[config.mk]
export PLATFORM = sky130hd
export DESIGN_NAME = apb_i2c_cmd_master_flat
export DESIGN_NICKNAME = d
export VERILOG_FILES = /design/src/rtl/apb_i2c_pkg.sv /design/src/rtl/apb_i2c_cmd_master_if.sv /design/src/rtl/apb_rr_arb2.sv /design/src/rtl/apb_i2c_cmd_master.sv /design/src/flat_wrapper.sv
export SDC_FILE = /design/constraint.sdc
export NUM_CORES = 1
export LEC_CHECK = 0
export ABC_CLOCK_PERIOD_IN_PS = 2750
export BUFFER_PORTS_ARGS = -buffer_cell sky130_fd_sc_hd__buf_4
export CAP_MARGIN = 20
export CORE_ASPECT_RATIO = 1.4
export CORE_MARGIN = 4
export CORE_UTILIZATION = 25
export DETAILED_ROUTE_END_ITERATION = 12
export HOLD_SLACK_MARGIN = 0.06
export PLACE_DENSITY = 0.6
export SLEW_MARGIN = 20
export SYNTH_ARGS = -nofsm -noshare
export SYNTH_HDL_FRONTEND = slang
export SYNTH_SLANG_ARGS = --single-unit
[constraint.sdc]
create_clock -name PCLK -period 2.75 [get_ports PCLK]
set_clock_uncertainty 0.2 [all_clocks]
set_input_delay 0.275 -clock PCLK [delete_from_list [all_inputs] [get_ports PCLK]]
set_output_delay 0.275 -clock PCLK [all_outputs]
set_load 0.005 [all_outputs]
[src/rtl/apb_i2c_pkg.sv]
// Shared types and constants for the APB I2C command master.
package apb_i2c_pkg;

  typedef enum logic [1:0] {
    ST_IDLE   = 2'd0,
    ST_SETUP  = 2'd1,
    ST_ACCESS = 2'd2,
    ST_RESP   = 2'd3
  } state_e;

  localparam logic [31:0] ADDR_TX  = 32'd0;
  localparam logic [31:0] ADDR_RX  = 32'd4;
  localparam logic [31:0] ADDR_CFG = 32'd8;
  localparam logic [31:0] ADDR_TMO = 32'd12;

  typedef struct packed {
    logic        write;
    logic [31:0] addr;
    logic [31:0] wdata;
  } cmd_t;

  // TX is write-only, RX is read-only, CFG/TMO accept both directions.
  function automatic logic cmd_legal(input logic write, input logic [31:0] addr);
    case (addr)
      ADDR_TX:            return write;
      ADDR_RX:            return !write;
      ADDR_CFG, ADDR_TMO: return 1'b1;
      default:            return 1'b0;
    endcase
  endfunction

endpackage

[src/rtl/apb_i2c_cmd_master_if.sv]
// Requester command/response channel plus APB master bus.
interface apb_i2c_cmd_master_if;

  logic [1:0]       REQ_VALID;
  logic [1:0]       REQ_WRITE;
  logic [1:0][31:0] REQ_ADDR;
  logic [1:0][31:0] REQ_WDATA;
  logic [1:0]       REQ_READY;
  logic [1:0]       RSP_VALID;
  logic [31:0]      RSP_RDATA;
  logic             RSP_ERR;

  logic             PSELx;
  logic             PENABLE;
  logic             PWRITE;
  logic [31:0]      PADDR;
  logic [31:0]      PWDATA;
  logic [31:0]      PRDATA;
  logic             PREADY;
  logic             PSLVERR;

  modport master (
    input  REQ_VALID, REQ_WRITE, REQ_ADDR, REQ_WDATA, PRDATA, PREADY, PSLVERR,
    output REQ_READY, RSP_VALID, RSP_RDATA, RSP_ERR,
           PSELx, PENABLE, PWRITE, PADDR, PWDATA
  );

  modport slave (
    output REQ_VALID, REQ_WRITE, REQ_ADDR, REQ_WDATA, PRDATA, PREADY, PSLVERR,
    input  REQ_READY, RSP_VALID, RSP_RDATA, RSP_ERR,
           PSELx, PENABLE, PWRITE, PADDR, PWDATA
  );

endinterface

[src/rtl/apb_rr_arb2.sv]
// Two-requester round-robin arbiter; pointer names the preferred requester on contention.
module apb_rr_arb2 (
  input  logic [1:0] valid,
  input  logic       pointer,
  output logic [1:0] grant
);

  always_comb begin
    grant = valid;
    if (valid == 2'b11) grant = pointer ? 2'b10 : 2'b01;
  end

endmodule

[src/rtl/apb_i2c_cmd_master.sv]
// Arbitrates two command requesters onto one APB master port with a PREADY timeout.
module apb_i2c_cmd_master
  import apb_i2c_pkg::*;
#(
  parameter int WAIT_LIMIT = 16
) (
  input  logic                PCLK,
  input  logic                PRESETn,
  apb_i2c_cmd_master_if.master bus
);

  localparam int              CW       = $clog2(WAIT_LIMIT + 1);
  localparam logic [CW-1:0]   CNT_MAX  = CW'(WAIT_LIMIT);
  localparam logic [CW-1:0]   CNT_LAST = CW'(WAIT_LIMIT - 1);

  localparam logic [1:0] IDLE   = ST_IDLE;
  localparam logic [1:0] SETUP  = ST_SETUP;
  localparam logic [1:0] ACCESS = ST_ACCESS;
  localparam logic [1:0] RESP   = ST_RESP;

  logic [1:0]    state_q, state_d;
  logic          ptr_q, ptr_d;
  logic [1:0]    gnt;
  logic [1:0]    gnt_q, gnt_d;
  cmd_t          cmd_q, cmd_d, req_cmd;
  logic [CW-1:0] cnt_q, cnt_d;
  logic [31:0]   rdata_q, rdata_d;
  logic          err_q, err_d;
  logic          sel;

  apb_rr_arb2 u_arb (
    .valid   (bus.REQ_VALID),
    .pointer (ptr_q),
    .grant   (gnt)
  );

  assign sel     = gnt[1];
  assign req_cmd = '{write: bus.REQ_WRITE[sel], addr: bus.REQ_ADDR[sel], wdata: bus.REQ_WDATA[sel]};

  always_comb begin
    state_d = state_q;
    ptr_d   = ptr_q;
    gnt_d   = gnt_q;
    cmd_d   = cmd_q;
    cnt_d   = cnt_q;
    rdata_d = rdata_q;
    err_d   = err_q;
    case (state_q)
      IDLE: if (|gnt) begin
        gnt_d = gnt;
        ptr_d = gnt[0];
        // Illegal commands never touch the bus, so the APB address/data keep their last value.
        if (cmd_legal(req_cmd.write, req_cmd.addr)) begin
          cmd_d   = req_cmd;
          state_d = SETUP;
        end else begin
          rdata_d = '0;
          err_d   = 1'b1;
          state_d = RESP;
        end
      end
      SETUP: begin
        cnt_d   = '0;
        state_d = ACCESS;
      end
      ACCESS: begin
        if (bus.PREADY) begin
          rdata_d = cmd_q.write ? '0 : bus.PRDATA;
          err_d   = bus.PSLVERR;
          state_d = RESP;
        end else if (cnt_q >= CNT_LAST) begin
          cnt_d   = CNT_MAX;
          rdata_d = '0;
          err_d   = 1'b1;
          state_d = RESP;
        end else begin
          cnt_d = cnt_q + CW'(1);
        end
      end
      RESP:    state_d = IDLE;
      default: state_d = IDLE;
    endcase
  end

  always_ff @(posedge PCLK) begin
    if (!PRESETn) begin
      state_q <= IDLE;
      ptr_q   <= 1'b0;
      gnt_q   <= '0;
      cmd_q   <= '0;
      cnt_q   <= '0;
      rdata_q <= '0;
      err_q   <= 1'b0;
    end else begin
      state_q <= state_d;
      ptr_q   <= ptr_d;
      gnt_q   <= gnt_d;
      cmd_q   <= cmd_d;
      cnt_q   <= cnt_d;
      rdata_q <= rdata_d;
      err_q   <= err_d;
    end
  end

  assign bus.REQ_READY = (state_q == IDLE && PRESETn) ? gnt : 2'b00;
  assign bus.RSP_VALID = (state_q == RESP) ? gnt_q : 2'b00;
  assign bus.RSP_RDATA = rdata_q;
  assign bus.RSP_ERR   = err_q;
  assign bus.PSELx     = (state_q == SETUP) || (state_q == ACCESS);
  assign bus.PENABLE   = (state_q == ACCESS);
  assign bus.PWRITE    = cmd_q.write;
  assign bus.PADDR     = cmd_q.addr;
  assign bus.PWDATA    = cmd_q.wdata;

endmodule

[src/flat_wrapper.sv]
// flat-port wrapper written by rule: the top's interface ports become plain ports
module apb_i2c_cmd_master_flat import apb_i2c_pkg::*;
#(
  parameter int WAIT_LIMIT = 16
)
  (PCLK, PRESETn, bus_REQ_VALID, bus_REQ_WRITE, bus_REQ_ADDR, bus_REQ_WDATA, bus_PRDATA, bus_PREADY, bus_PSLVERR, bus_REQ_READY, bus_RSP_VALID, bus_RSP_RDATA, bus_RSP_ERR, bus_PSELx, bus_PENABLE, bus_PWRITE, bus_PADDR, bus_PWDATA);
  apb_i2c_cmd_master_if bus_i ();
  input  logic PCLK;
  input  logic PRESETn;
  input wire logic [$bits(bus_i.REQ_VALID)-1:0] bus_REQ_VALID;
  input wire logic [$bits(bus_i.REQ_WRITE)-1:0] bus_REQ_WRITE;
  input wire logic [$bits(bus_i.REQ_ADDR)-1:0] bus_REQ_ADDR;
  input wire logic [$bits(bus_i.REQ_WDATA)-1:0] bus_REQ_WDATA;
  input wire logic [$bits(bus_i.PRDATA)-1:0] bus_PRDATA;
  input wire logic [$bits(bus_i.PREADY)-1:0] bus_PREADY;
  input wire logic [$bits(bus_i.PSLVERR)-1:0] bus_PSLVERR;
  output wire logic [$bits(bus_i.REQ_READY)-1:0] bus_REQ_READY;
  output wire logic [$bits(bus_i.RSP_VALID)-1:0] bus_RSP_VALID;
  output wire logic [$bits(bus_i.RSP_RDATA)-1:0] bus_RSP_RDATA;
  output wire logic [$bits(bus_i.RSP_ERR)-1:0] bus_RSP_ERR;
  output wire logic [$bits(bus_i.PSELx)-1:0] bus_PSELx;
  output wire logic [$bits(bus_i.PENABLE)-1:0] bus_PENABLE;
  output wire logic [$bits(bus_i.PWRITE)-1:0] bus_PWRITE;
  output wire logic [$bits(bus_i.PADDR)-1:0] bus_PADDR;
  output wire logic [$bits(bus_i.PWDATA)-1:0] bus_PWDATA;
  assign bus_i.REQ_VALID = bus_REQ_VALID;
  assign bus_i.REQ_WRITE = bus_REQ_WRITE;
  assign bus_i.REQ_ADDR = bus_REQ_ADDR;
  assign bus_i.REQ_WDATA = bus_REQ_WDATA;
  assign bus_i.PRDATA = bus_PRDATA;
  assign bus_i.PREADY = bus_PREADY;
  assign bus_i.PSLVERR = bus_PSLVERR;
  assign bus_REQ_READY = bus_i.REQ_READY;
  assign bus_RSP_VALID = bus_i.RSP_VALID;
  assign bus_RSP_RDATA = bus_i.RSP_RDATA;
  assign bus_RSP_ERR = bus_i.RSP_ERR;
  assign bus_PSELx = bus_i.PSELx;
  assign bus_PENABLE = bus_i.PENABLE;
  assign bus_PWRITE = bus_i.PWRITE;
  assign bus_PADDR = bus_i.PADDR;
  assign bus_PWDATA = bus_i.PWDATA;
  apb_i2c_cmd_master #(.WAIT_LIMIT(WAIT_LIMIT)) u_core (.PCLK(PCLK), .PRESETn(PRESETn), .bus(bus_i));
endmodule
==> metrics.md <==
| Metric | Value |
|---|---|
| Status | finished, final reports clean |
| Htree depth | 3 |
| Register area share after synthesis | 52.8% |
| Fin nets | 874 |
| PnR Total Power | 0.00387 W |
| Synthesized area per cell | 10.4 µm² |
| CP max FO | 17 |
| Clock buffer depth | 2 |
| Peak Freq | 375 MHz |
| Core ar. | 0.0157 mm² |
| GPL Wtd Cong | 0.822 |
| WL final | 14.9 mm |
| Net count after synthesis | 564 |
| WL/cell | 16.5 µm |
| Setup crit end kind | flip-flop |
| Asr flop ratio synth | 0% |
| Peak VDD IR | 0.390 mV |
| HPWL Detailed | 10.7 mm |
| First-pass GRT wire length | 21.2 mm |
| Clock Latency Late Sink | 340 ps |
| Startpoint types | flip-flop |
| Main flop type after synthesis | dfxtp_1 |
| Post-synth EDFFs | 0 |
| RSZ-0062 raised after global routing | true |
| First drt pass iteration count | 4 |
| Highest-delay cell along the critical path | or3b_2 |
| Yosys cell types | 41 |
| Rel. slew slack | 60.5% |
| Largest net degree at the start of global routing | 71 |
| Max-Cap Viols | 0 |
| PD cells | 540 mW/mm² |
| Syn-to-layout area delta | 76.7% |
| Flops & latches, synth | 107 |
| CTS tree | yes |
| Vias in the first global route | 4285 |
| WS Path Type | flip-flop to flip-flop |
| CP max stage delay | 430 ps |
| Root buffer cell | clkbuf_16 |
| Initial Util | 25.8% |
| Least-Margin Pin Slew | 587 ps |
| Layout cells sized above 1 | 44.3% |
| Tot GR Track Use | 14.7% |
| Vias | 4188 |
| Req. time, crit path | 2750 ps |
| CP cell instances | inv_1, ha_2, or3b_2, a221o_1, o41a_1, a211oi_4, buf_4, buf_6, clkbuf_16, a211oi_1 |
| Tmin final | 2670 ps |
| Die height | 159 µm |
| Fin. Hold Viols | 0 |
| Rows | 54 |
| Worst-path clk slew | 80 ps |
| Worst min path class | primary input to flip-flop |
| Critical path arrival | 2670 ps |
| Vias per inst | 4.65 |
| Fin crit share | 96.9% |
| ANT cells | 0 |
| Synthesized cell area | 0.00405 mm² |
| Initial antenna violation count | 0 |
| Endpoints failing setup | 0 |
| Clock Sinks | 107 |
| Grt total ovfl | 0 |
| I/O Pins | 272 |
| Final ANT Viol Nets | 0 |
| CTS buffer count | 9 |
| Die footprint | 0.0183 mm² |
| Remaining DRCs | 0 |
| Initial drt markers | 185 |
| Final Max Slew Viols | 0 |
| Min Hold Slack | 76.0 ps |
| Top delay family on crit path | compound AO/OA/AOI/OAI gates |
| I/O Buffers | 271 |
| Leak pwr | 3.42 nW |
| Cells after synthesis | 390 |
| Yosys warnings | 0 |
| Buf+Inv Stages, Crit Path | 4 |
| Die W | 116 µm |
flip-flops by register name, indices dropped and copies added (netlist names):
register and cells:
u_core.bus.PWDATA 32, u_core.bus.PWRITE 1, u_core.bus.PADDR 32, u_core.state_q 2, u_core.cnt_q 5, u_core.gnt_q 2, u_core.bus.RSP_RDATA 32, u_core.bus.RSP_ERR 1
per-stage QoR:
step / setup slack, ps / TNS (ps) / area, µm² / cells / util [%]
after floorplan: 149 / 0 / 4050 / 390 / -
after global placement: 88.3 / 0 / 6320 / 837 / 40.2
after detailed placement: 32.0 / 0 / 6320 / 837 / 40.2
after CTS: 69.0 / 0 / 7030 / 894 / 44.7
after global routing: -35.6 / -392 / 7160 / 901 / 45.5
final: 84.2 / 0 / 7160 / 901 / 45.5
cell families after synthesis:
logic type / share of synthesized area [%]
compound gates: 17.8
xor+xnor: 0.432
flops: 52.8
fa+ha+maj: 1.85
mux: 8.64
simple gates: 15.1
buf+inv: 3.40
repair_timing:
| action | 4_1_cts | 5_1_grt |
|---|---|---|
| gates resized for setup | 0 | 12 |
| buffers inserted | 0 | 3 |
| setup endpoints to repair | 0 | 87 |
| endpoints found under the hold margin | 40 | 0 |
| hold buffers | 41 | 0 |
routing by layer:
layer	up-vias	part of all wire, %	global-route usage, %	routed length, µm
met1	1933	38	16.6	5700
met5	-	0	0	0
met3	25	7.9	4.45	1180
met4	0	2.3	6.52	342
li1	2065	-	-	-
met2	165	52	25.3	7680
synthesized netlist by cell type (2+ instances only):
master	count	area [µm²]
dfxtp_1	107	2140
nor2_1	43	161
a211oi_1	37	278
mux2i_1	35	350
a22o_1	32	280
and3_1	31	194
clkbuf_1	19	71.3
nor4_1	13	81.3
buf_2	8	40.0
a21oi_1	6	30.0
ha_1	6	75.1
nand2_1	6	22.5
inv_1	5	18.8
o21ai_0	4	20.0
or4_1	4	30.0
nand2b_1	3	18.8
nand4_1	3	18.8
and2_1	2	12.5
and4_1	2	17.5
nand3_1	2	10.0
nor3_1	2	10.0
final timing paths:
| kind | startpoint | end | slack (ps) | cells past startpoint |
|---|---|---|---|---|
| max | u_core.state_q[1]$_SDFFE_PN0P_ | u_core.bus.PWDATA[28]$_SDFFE_PN0P_ | 80 | 10 |
| min | bus_REQ_WDATA[58] | u_core.bus.PWDATA[26]$_SDFFE_PN0P_ | 80 | 3 |
| max reg2reg | u_core.state_q[1]$_SDFFE_PN0P_ | u_core.bus.PWDATA[28]$_SDFFE_PN0P_ | 80 | 10 |
| min reg2reg | u_core.gnt_q[1]$_SDFFE_PN0P_ | u_core.gnt_q[1]$_SDFFE_PN0P_ | 260 | 2 |
layout make-up:
class / count / area (µm²)
Inverter: 6 / 22.5
Clock buffer: 10 / 229
Clock inverter: 6 / 65.1
Fill cell: 1486 / 8580
Tap cell: 196 / 245
Multi-Input combinational cell: 249 / 1800
Sequential cell: 107 / 2140
Timing Repair Buffer: 327 / 2660
report_power, final:
part / internal, W / switching, W
Clock: 0.000709 / 0.000577
Sequential: 0.00163 / 0.0000571
Combinational: 0.000497 / 0.000403
Total: 0.00283 / 0.00104
cell usage in the layout (no fill, tap or decap), types with 3 or more instances in the layout:
master,instances
clkbuf_16,11
o21ai_0,4
nand4_1,3
nor4_1,12
mux2i_1,35
ha_1,5
or4_1,4
buf_4,277
and3_1,31
nand2b_1,3
a211oi_1,35
buf_6,3
dlygate4sd3_1,41
a22o_1,32
nand2_1,5
dfxtp_1,107
nor2_1,43
inv_1,4
a21oi_1,6
tightest hold or removal path, delay by kind of cell:
family,cells,cell delay (ps)
multiplexers,1,120
buffers and inverters,1,100
AO/OA/AOI/OAI,1,80
Power figures use the tool's default switching activity.
